**src/rtl/sample_frame_pkg.sv**
```systemverilog
// Shared definitions for the sampler dump-stream record: delimiter,
// payload length, deframer state encoding and the 7-bit checksum.
package sample_frame_pkg;

  localparam logic [7:0] FRAME_DELIM         = 8'h0A;
  localparam int         FRAME_PAYLOAD_BYTES = 5;

  // Deframer states: hunting for the delimiter, five payload bytes, checksum compare
  typedef enum logic [2:0] {
    HUNT  = 3'd0,
    B1    = 3'd1,
    B2    = 3'd2,
    B3    = 3'd3,
    B4    = 3'd4,
    B5    = 3'd5,
    CHECK = 3'd6
  } frame_state_t;

  // Three 8-bit operands summed at 10 bits, truncated to 7 bits
  function automatic logic [6:0] frame_checksum(input logic [11:0] v,
                                                input logic [11:0] i);
    logic [9:0] s;
    s = {2'b00, v[11:4]} + {2'b00, v[3:0], i[11:8]} + {2'b00, i[7:0]};
    return s[6:0];
  endfunction

endpackage

```
**src/rtl/uart_rx_byte.sv**
```systemverilog
// 8N1 UART byte receiver: 2-flop synchroniser, start-bit confirm at half
// bit, centre sampling LSB first. Emits byte_strobe for a good stop bit or
// stop_err for a low stop bit (then waits for the line to return high).
module uart_rx_byte #(
  parameter int CLKS_PER_BIT = 868
) (
  input  logic       clk,
  input  logic       rst,
  input  logic       rx_pin,
  output logic       byte_strobe,
  output logic [7:0] rx_byte,
  output logic       stop_err
);

  localparam int            CW   = $clog2(CLKS_PER_BIT);
  localparam logic [CW-1:0] FULL = CW'(CLKS_PER_BIT - 1);
  localparam logic [CW-1:0] HALF = CW'(CLKS_PER_BIT / 2 - 1);

  typedef enum logic [2:0] {R_IDLE, R_START, R_DATA, R_STOP, R_BREAK} rx_state_t;

  rx_state_t     st;
  logic [1:0]    sync;
  logic          rx_s;
  logic [CW-1:0] cnt;
  logic [2:0]    bit_idx;
  logic [7:0]    shreg;

  assign rx_s    = sync[1];
  assign rx_byte = shreg;

  // Bring the asynchronous pin into the clk domain; idle level is high
  always_ff @(posedge clk or negedge rst) begin
    if (!rst) sync <= 2'b11;
    else      sync <= {sync[0], rx_pin};
  end

  // Bit-timing FSM; strobes are single-cycle and registered
  always_ff @(posedge clk or negedge rst) begin
    if (!rst) begin
      st          <= R_IDLE;
      cnt         <= '0;
      bit_idx     <= '0;
      shreg       <= '0;
      byte_strobe <= 1'b0;
      stop_err    <= 1'b0;
    end else begin
      byte_strobe <= 1'b0;
      stop_err    <= 1'b0;
      case (st)
        R_IDLE: begin
          cnt <= '0;
          if (!rx_s) st <= R_START;
        end
        R_START: begin
          if (cnt == HALF) begin
            cnt     <= '0;
            bit_idx <= '0;
            st      <= rx_s ? R_IDLE : R_DATA;  // glitch: back to idle
          end else cnt <= cnt + 1'b1;
        end
        R_DATA: begin
          if (cnt == FULL) begin
            cnt   <= '0;
            shreg <= {rx_s, shreg[7:1]};
            if (bit_idx == 3'd7) st <= R_STOP;
            else                 bit_idx <= bit_idx + 1'b1;
          end else cnt <= cnt + 1'b1;
        end
        R_STOP: begin
          if (cnt == FULL) begin
            cnt <= '0;
            if (rx_s) begin
              byte_strobe <= 1'b1;
              st          <= R_IDLE;
            end else begin
              stop_err <= 1'b1;
              st       <= R_BREAK;
            end
          end else cnt <= cnt + 1'b1;
        end
        // A low stop bit must not be mistaken for the next start bit
        R_BREAK: if (rx_s) st <= R_IDLE;
        default: st <= R_IDLE;
      endcase
    end
  end

endmodule

```
**src/rtl/sample_frame_rx.sv**
```systemverilog
// Sampler dump-stream decoder: deframes 0x0A + 5 payload bytes, rebuilds
// the 32-bit sample word and checks the 7-bit checksum.
// Optional: SAMPLE_FRAME_RX_CHECKSUM_EN enables the checksum compare;
// without it every structurally valid frame is accepted and chk_err stays 0.
module sample_frame_rx
  import sample_frame_pkg::*;
#(
  parameter int CLKS_PER_BIT = 868,
  parameter int TIMEOUT_BITS = 20
) (
  input  logic        clk,
  input  logic        rst,
  input  logic        uart_rx_pin,
  output logic        frame_valid,
  output logic [31:0] frame_word,
  output logic [11:0] data_v,
  output logic [11:0] data_i,
  output logic        chk_err,
  output logic        frame_err,
  output logic [15:0] frame_count,
  output logic        busy
);

  localparam int            TO_LIMIT = TIMEOUT_BITS * CLKS_PER_BIT;
  localparam int            TW       = $clog2(TO_LIMIT);
  localparam logic [TW-1:0] TO_TERM  = TW'(TO_LIMIT - 1);

  logic          byte_strobe, stop_err;
  logic [7:0]    rx_byte;
  frame_state_t  state;
  logic [11:0]   cap_v, cap_i;
  logic [6:0]    cap_chk;
  logic [TW-1:0] to_cnt;
  logic          to_hit;

  uart_rx_byte #(.CLKS_PER_BIT(CLKS_PER_BIT)) u_rx (
    .clk         (clk),
    .rst         (rst),
    .rx_pin      (uart_rx_pin),
    .byte_strobe (byte_strobe),
    .rx_byte     (rx_byte),
    .stop_err    (stop_err)
  );

  assign busy   = state inside {B1, B2, B3, B4, B5};
  assign to_hit = (to_cnt == TO_TERM);
  assign data_v = frame_word[31:20];
  assign data_i = frame_word[19:8];

  // Inter-byte gap counter: runs only mid-frame, restarts on every strobe
  always_ff @(posedge clk or negedge rst) begin
    if (!rst)                                  to_cnt <= '0;
    else if (!busy || byte_strobe || stop_err) to_cnt <= '0;
    else if (!to_hit)                          to_cnt <= to_cnt + 1'b1;
  end

  // Deframer FSM with registered pulses and held output word/count
  always_ff @(posedge clk or negedge rst) begin
    if (!rst) begin
      state       <= HUNT;
      cap_v       <= '0;
      cap_i       <= '0;
      cap_chk     <= '0;
      frame_valid <= 1'b0;
      chk_err     <= 1'b0;
      frame_err   <= 1'b0;
      frame_word  <= '0;
      frame_count <= '0;
    end else begin
      frame_valid <= 1'b0;
      chk_err     <= 1'b0;
      frame_err   <= 1'b0;
      if (busy && (stop_err || (to_hit && !byte_strobe))) begin
        frame_err <= 1'b1;
        state     <= HUNT;
      end else begin
        case (state)
          HUNT: if (byte_strobe && rx_byte == FRAME_DELIM) state <= B1;
          B1: if (byte_strobe) begin
            if (rx_byte[7:4] != 4'h0) begin
              frame_err <= 1'b1;
              state     <= HUNT;
            end else begin
              cap_v[11:8] <= rx_byte[3:0];
              state       <= B2;
            end
          end
          B2: if (byte_strobe) begin
            cap_v[7:0] <= rx_byte;
            state      <= B3;
          end
          B3: if (byte_strobe) begin
            if (rx_byte[7:4] != 4'h0) begin
              frame_err <= 1'b1;
              state     <= HUNT;
            end else begin
              cap_i[11:8] <= rx_byte[3:0];
              state       <= B4;
            end
          end
          B4: if (byte_strobe) begin
            cap_i[7:0] <= rx_byte;
            state      <= B5;
          end
          B5: if (byte_strobe) begin
            if (rx_byte[7]) begin
              frame_err <= 1'b1;
              state     <= HUNT;
            end else begin
              cap_chk <= rx_byte[6:0];
              state   <= CHECK;
            end
          end
          CHECK: begin
`ifdef SAMPLE_FRAME_RX_CHECKSUM_EN
            if (frame_checksum(cap_v, cap_i) == cap_chk) begin
              frame_valid <= 1'b1;
              frame_word  <= {cap_v, cap_i, cap_chk, 1'b1};
              frame_count <= frame_count + 16'd1;
            end else begin
              chk_err <= 1'b1;
            end
`else
            frame_valid <= 1'b1;
            frame_word  <= {cap_v, cap_i, cap_chk, 1'b1};
            frame_count <= frame_count + 16'd1;
`endif
            state <= HUNT;
          end
          default: state <= HUNT;
        endcase
      end
    end
  end

endmodule

```
**config.mk**
```make
export PLATFORM = sky130hd
export DESIGN_NAME = sample_frame_rx
export DESIGN_NICKNAME = d
export VERILOG_FILES = /design/src/rtl/sample_frame_pkg.sv /design/src/rtl/uart_rx_byte.sv /design/src/rtl/sample_frame_rx.sv
export SDC_FILE = /design/constraint.sdc
export NUM_CORES = 1
export LEC_CHECK = 0
export ABC_CLOCK_PERIOD_IN_PS = 1710
export BUFFER_PORTS_ARGS = -buffer_cell sky130_fd_sc_hd__buf_2
export CAP_MARGIN = 20
export CORE_UTILIZATION = 30
export CTS_CLUSTER_SIZE = 8
export DETAILED_ROUTE_END_ITERATION = 10
export GPL_TIMING_DRIVEN = 0
export HOLD_SLACK_MARGIN = 0.05
export PLACE_DENSITY = 0.59
export SLEW_MARGIN = 25
export SYNTH_ARGS = -nofsm -noshare
export SYNTH_HDL_FRONTEND = slang
export SYNTH_HIERARCHICAL = 1
export SYNTH_SLANG_ARGS = --single-unit
export TNS_END_PERCENT = 30
```
**constraint.sdc**
```tcl
create_clock -name clk -period 1.71 [get_ports clk]
set_input_delay 0.2565 -clock clk [delete_from_list [all_inputs] [get_ports clk]]
set_output_delay 0.2565 -clock clk [all_outputs]
set_load 0.01 [all_outputs]
```
==> results.sh <==
export IMPL_layout_drive_gt1_share=0.3598
export IMPL_ir_drop_v=0.0004876
export IMPL_combPwrFrac=0.011
export IMPL_ff_latch_area_um2=3187
export IMPL_critPathMaxFanout=3
export IMPL_grt_pass1_vias=3873
export IMPL_cts_root_buf="clkbuf_16"
export IMPL_cts_sinks=127
export IMPL_relSlewSlack=0.6322
export IMPL_layout_commonest_cell="dfrtp_1"
export IMPL_required_ns=2.01
export IMPL_slowest_stage="or4_4"
export IMPL_die_area_um2=19640
export IMPL_grtUsageTotal=0.1252
export IMPL_synth_ff_type="dfrtp_1"
export IMPL_clk_latency_ns=0.41
export IMPL_ios=79
export IMPL_wl_um=11590
export IMPL_num_antenna_cells=0
export IMPL_vias=4082
export IMPL_ys_seq_area_frac=0.5555
export IMPL_grt_max_degree=69
export IMPL_tightestPinTransition_ns=0.5472
export IMPL_clkTransAtPathRegs_ns=0.06
export IMPL_place_hpwl_um=7567
export IMPL_synth_edf_count=0
export IMPL_report_final_setup_viol=2
export IMPL_fin_ws_ns=-0.02622
export IMPL_ys_async_sr_fraction=1.000
export IMPL_yosys_cell_types_count=62
export IMPL_fin_setup_tns_ns=-0.03123
export IMPL_violations="negative setup slack"
export IMPL_h_tree_depth=4
export IMPL_critPathTopFamily="simple AND/OR/NAND/NOR gates"
export IMPL_clock_skew_ns=0.01015
export IMPL_syn_area_per_cell_um2=10.66
export IMPL_max_stage_delay_ns=0.40
export IMPL_cts_tree="done"
export IMPL_dr_pass1_iters=4
export IMPL_p_int_mw=5.807
export IMPL_hold_class="input port to async pin"
export IMPL_max_freq_ghz=0.5760
export IMPL_die_y_um=140.2
export IMPL_drt_initial_drc_count=235
export IMPL_period_needed_ns=1.736
export IMPL_crit_type="register to register"
export IMPL_syn_num_nets=546
export IMPL_power_total_mw=7.226
export IMPL_fin_crit_sh=1.015
export IMPL_grt_overflow=0
export IMPL_p_leak_nw=3.800
export IMPL_nFillCells=1767
export IMPL_wl_per_cell_um=13.03
export IMPL_power_frac_seq=0.417
export IMPL_routed_via_density=4.587
export IMPL_crit_chain="ha_2 > ha_4 > or4_4 > o32a_1 > mux2_4"
export IMPL_drv_cap=0
export IMPL_initial_core_util=0.3061
export IMPL_rsz0062_at_grt="true"
export IMPL_gp_congestion=0.7612
export IMPL_cts_buffers_inserted=17
export IMPL_grt_pass1_wl_um=19630
export IMPL_hold_viol_final=0
export IMPL_multi_input_area_um2=2450
export IMPL_path_depth=5
export IMPL_syn_instance_count=537
export IMPL_status="finished with violations"
export IMPL_swShare=0.1964
export IMPL_rr_worst_depth=5
export IMPL_switchingPower_mw=1.420
export IMPL_setup_worst_path_end_class="register"
export IMPL_yosysWarnings=6
export IMPL_nets=652
export IMPL_syn_to_final_growth_pct=29.37
export IMPL_p_per_area_nw_per_um2=975.6
export IMPL_drc=0
export IMPL_die_w_um=140.2
export IMPL_clkPwrFrac=0.572
export IMPL_arrival_ns=2.03
export IMPL_slew_violations=0
export IMPL_clock_path_buffers=2
export IMPL_antenna_left=0
export IMPL_core_um2=18710
export IMPL_synth_area_um2=5725
export IMPL_antenna_found_initial=0
export IMPL_ys_ff_latch=127
export IMPL_rows=50
export IMPL_cp_start_kind="register"
export IMPL_port_buffers=77
export IMPL_layout_common_cells="dfrtp_1 (120), nand2_1 (119), buf_2 (78), mux2_2 (38), buf_4 (35)"
export IMPL_crit_buf_inv=0
-- state kept, by name (all words and copies together), names as in the netlist, 2 cells and up --
signal,count
cap_chk,7
cap_i,12
cap_v,12
frame_count,16
frame_word,32
state,3
to_cnt,15
u_rx/bit_idx,3
u_rx/cnt,10
u_rx/rx_byte,8
u_rx/st,3
u_rx/sync,2
-- cell type report --
class	count	share of cell area
repair buffers	89	0.06892
flip-flops and latches	127	0.4302
inverters	10	0.005236
well taps	234	0.03953
clock inverters	13	0.03176
plain buffers	39	0.03378
multi-input cells	359	0.3307
clock buffers	19	0.05980
-- repair_timing --
item / 4_1_cts / 5_1_grt
buffers inserted: 2 / 7
resized for setup: 20 / 30
hold buffers: 2 / 0
setup endpoints to repair: 75 / 92
pin swaps: 5 / 7
hold endpoints to repair: 60 / 0
-- power groups by stage --
| stage | combinational (mW) | clock, mW | sequential, mW |
|---|---|---|---|
| 6_report | 0.0775 | 4.14 | 3.01 |
| 5_1_grt | 0.0932 | 4.37 | 3.01 |
| 3_5_place_dp | 0.0793 | 0 | 3.07 |
| 3_3_place_gp | 0.0690 | 0 | 3.07 |
| 4_1_cts | 0.0833 | 4.21 | 3.01 |
| 2_1_floorplan | 0.00444 | 0 | 3.07 |
-- synthesized netlist by cell type, drive strengths merged, types with 5 or more instances --
library cell | n | area share
a21oi | 14 | 0.012
buf | 30 | 0.037
clkbuf | 11 | 0.0072
dfrtp | 125 | 0.55
ha | 6 | 0.013
inv | 9 | 0.0059
mux2 | 39 | 0.077
mux2i | 5 | 0.0087
nand2 | 124 | 0.081
nand2b | 7 | 0.0076
nand3 | 16 | 0.014
nand4 | 8 | 0.0098
nor2 | 30 | 0.020
nor3 | 8 | 0.0070
nor4 | 6 | 0.010
o21ai | 12 | 0.010
or4 | 5 | 0.0079
xnor2 | 18 | 0.028
xor2 | 9 | 0.014
-- kinds of logic (layout without fill, tap and decap cells) --
logic type	Yosys count	after routing	share of synthesized area
xor gates and xnor gates	27	27	0.04130
buffers and inverters	51	170	0.05070
adders and majority gates	6	6	0.01311
muxes	44	44	0.08610
DFF	127	127	0.5555
and+or+nand+nor	238	238	0.2052
AOI/OAI and AO/OA	43	43	0.04742
other	1	1	0.0006550
-- metrics by stage --
stage,cell area [µm²],util,cells,hold WS [ns],setup slack [ns]
global route,7407,0.3960,890,0.3571,-0.1072
detailed placement,6441,0.3443,849,0.2220,-0.3514
CTS,7223,0.3862,883,0.3557,-0.06256
global placement,6404,0.3423,848,0.3464,-1.359
finish,7407,0.3960,890,0.3555,-0.02622
floorplan,5725,-,537,-0.03909,-0.004791
-- worst paths after layout --
kind	start	endpoint	slack, ns
max in group asynchronous	rst	u_rx/sync[1]	0.62
min	rst	frame_word[20]	0.36
max	u_rx/bit_idx[0]	u_rx/bit_idx[0]	-0.03
max reg2reg	u_rx/bit_idx[0]	u_rx/bit_idx[0]	-0.03
min in group clk	u_rx/sync[0]	u_rx/sync[1]	0.36
min reg2reg	u_rx/sync[0]	u_rx/sync[1]	0.36
-- per-layer routing --
layer,global-route usage,vias to the layer above,share of wire
met3,0.03111,14,0.026
met4,0.05321,0,0.012
met1,0.1675,1986,0.50
li1,-,2023,-
met2,0.1926,59,0.46
met5,0,-,0
-- worst register-to-register path: stages (launching register included) --
cell and delay [ns]:
dfrtp_1 0.39, ha_2 0.20, ha_4 0.16, or4_4 0.40
o32a_1 0.21, mux2_4 0.26
Power figures use the tool's default switching activity.
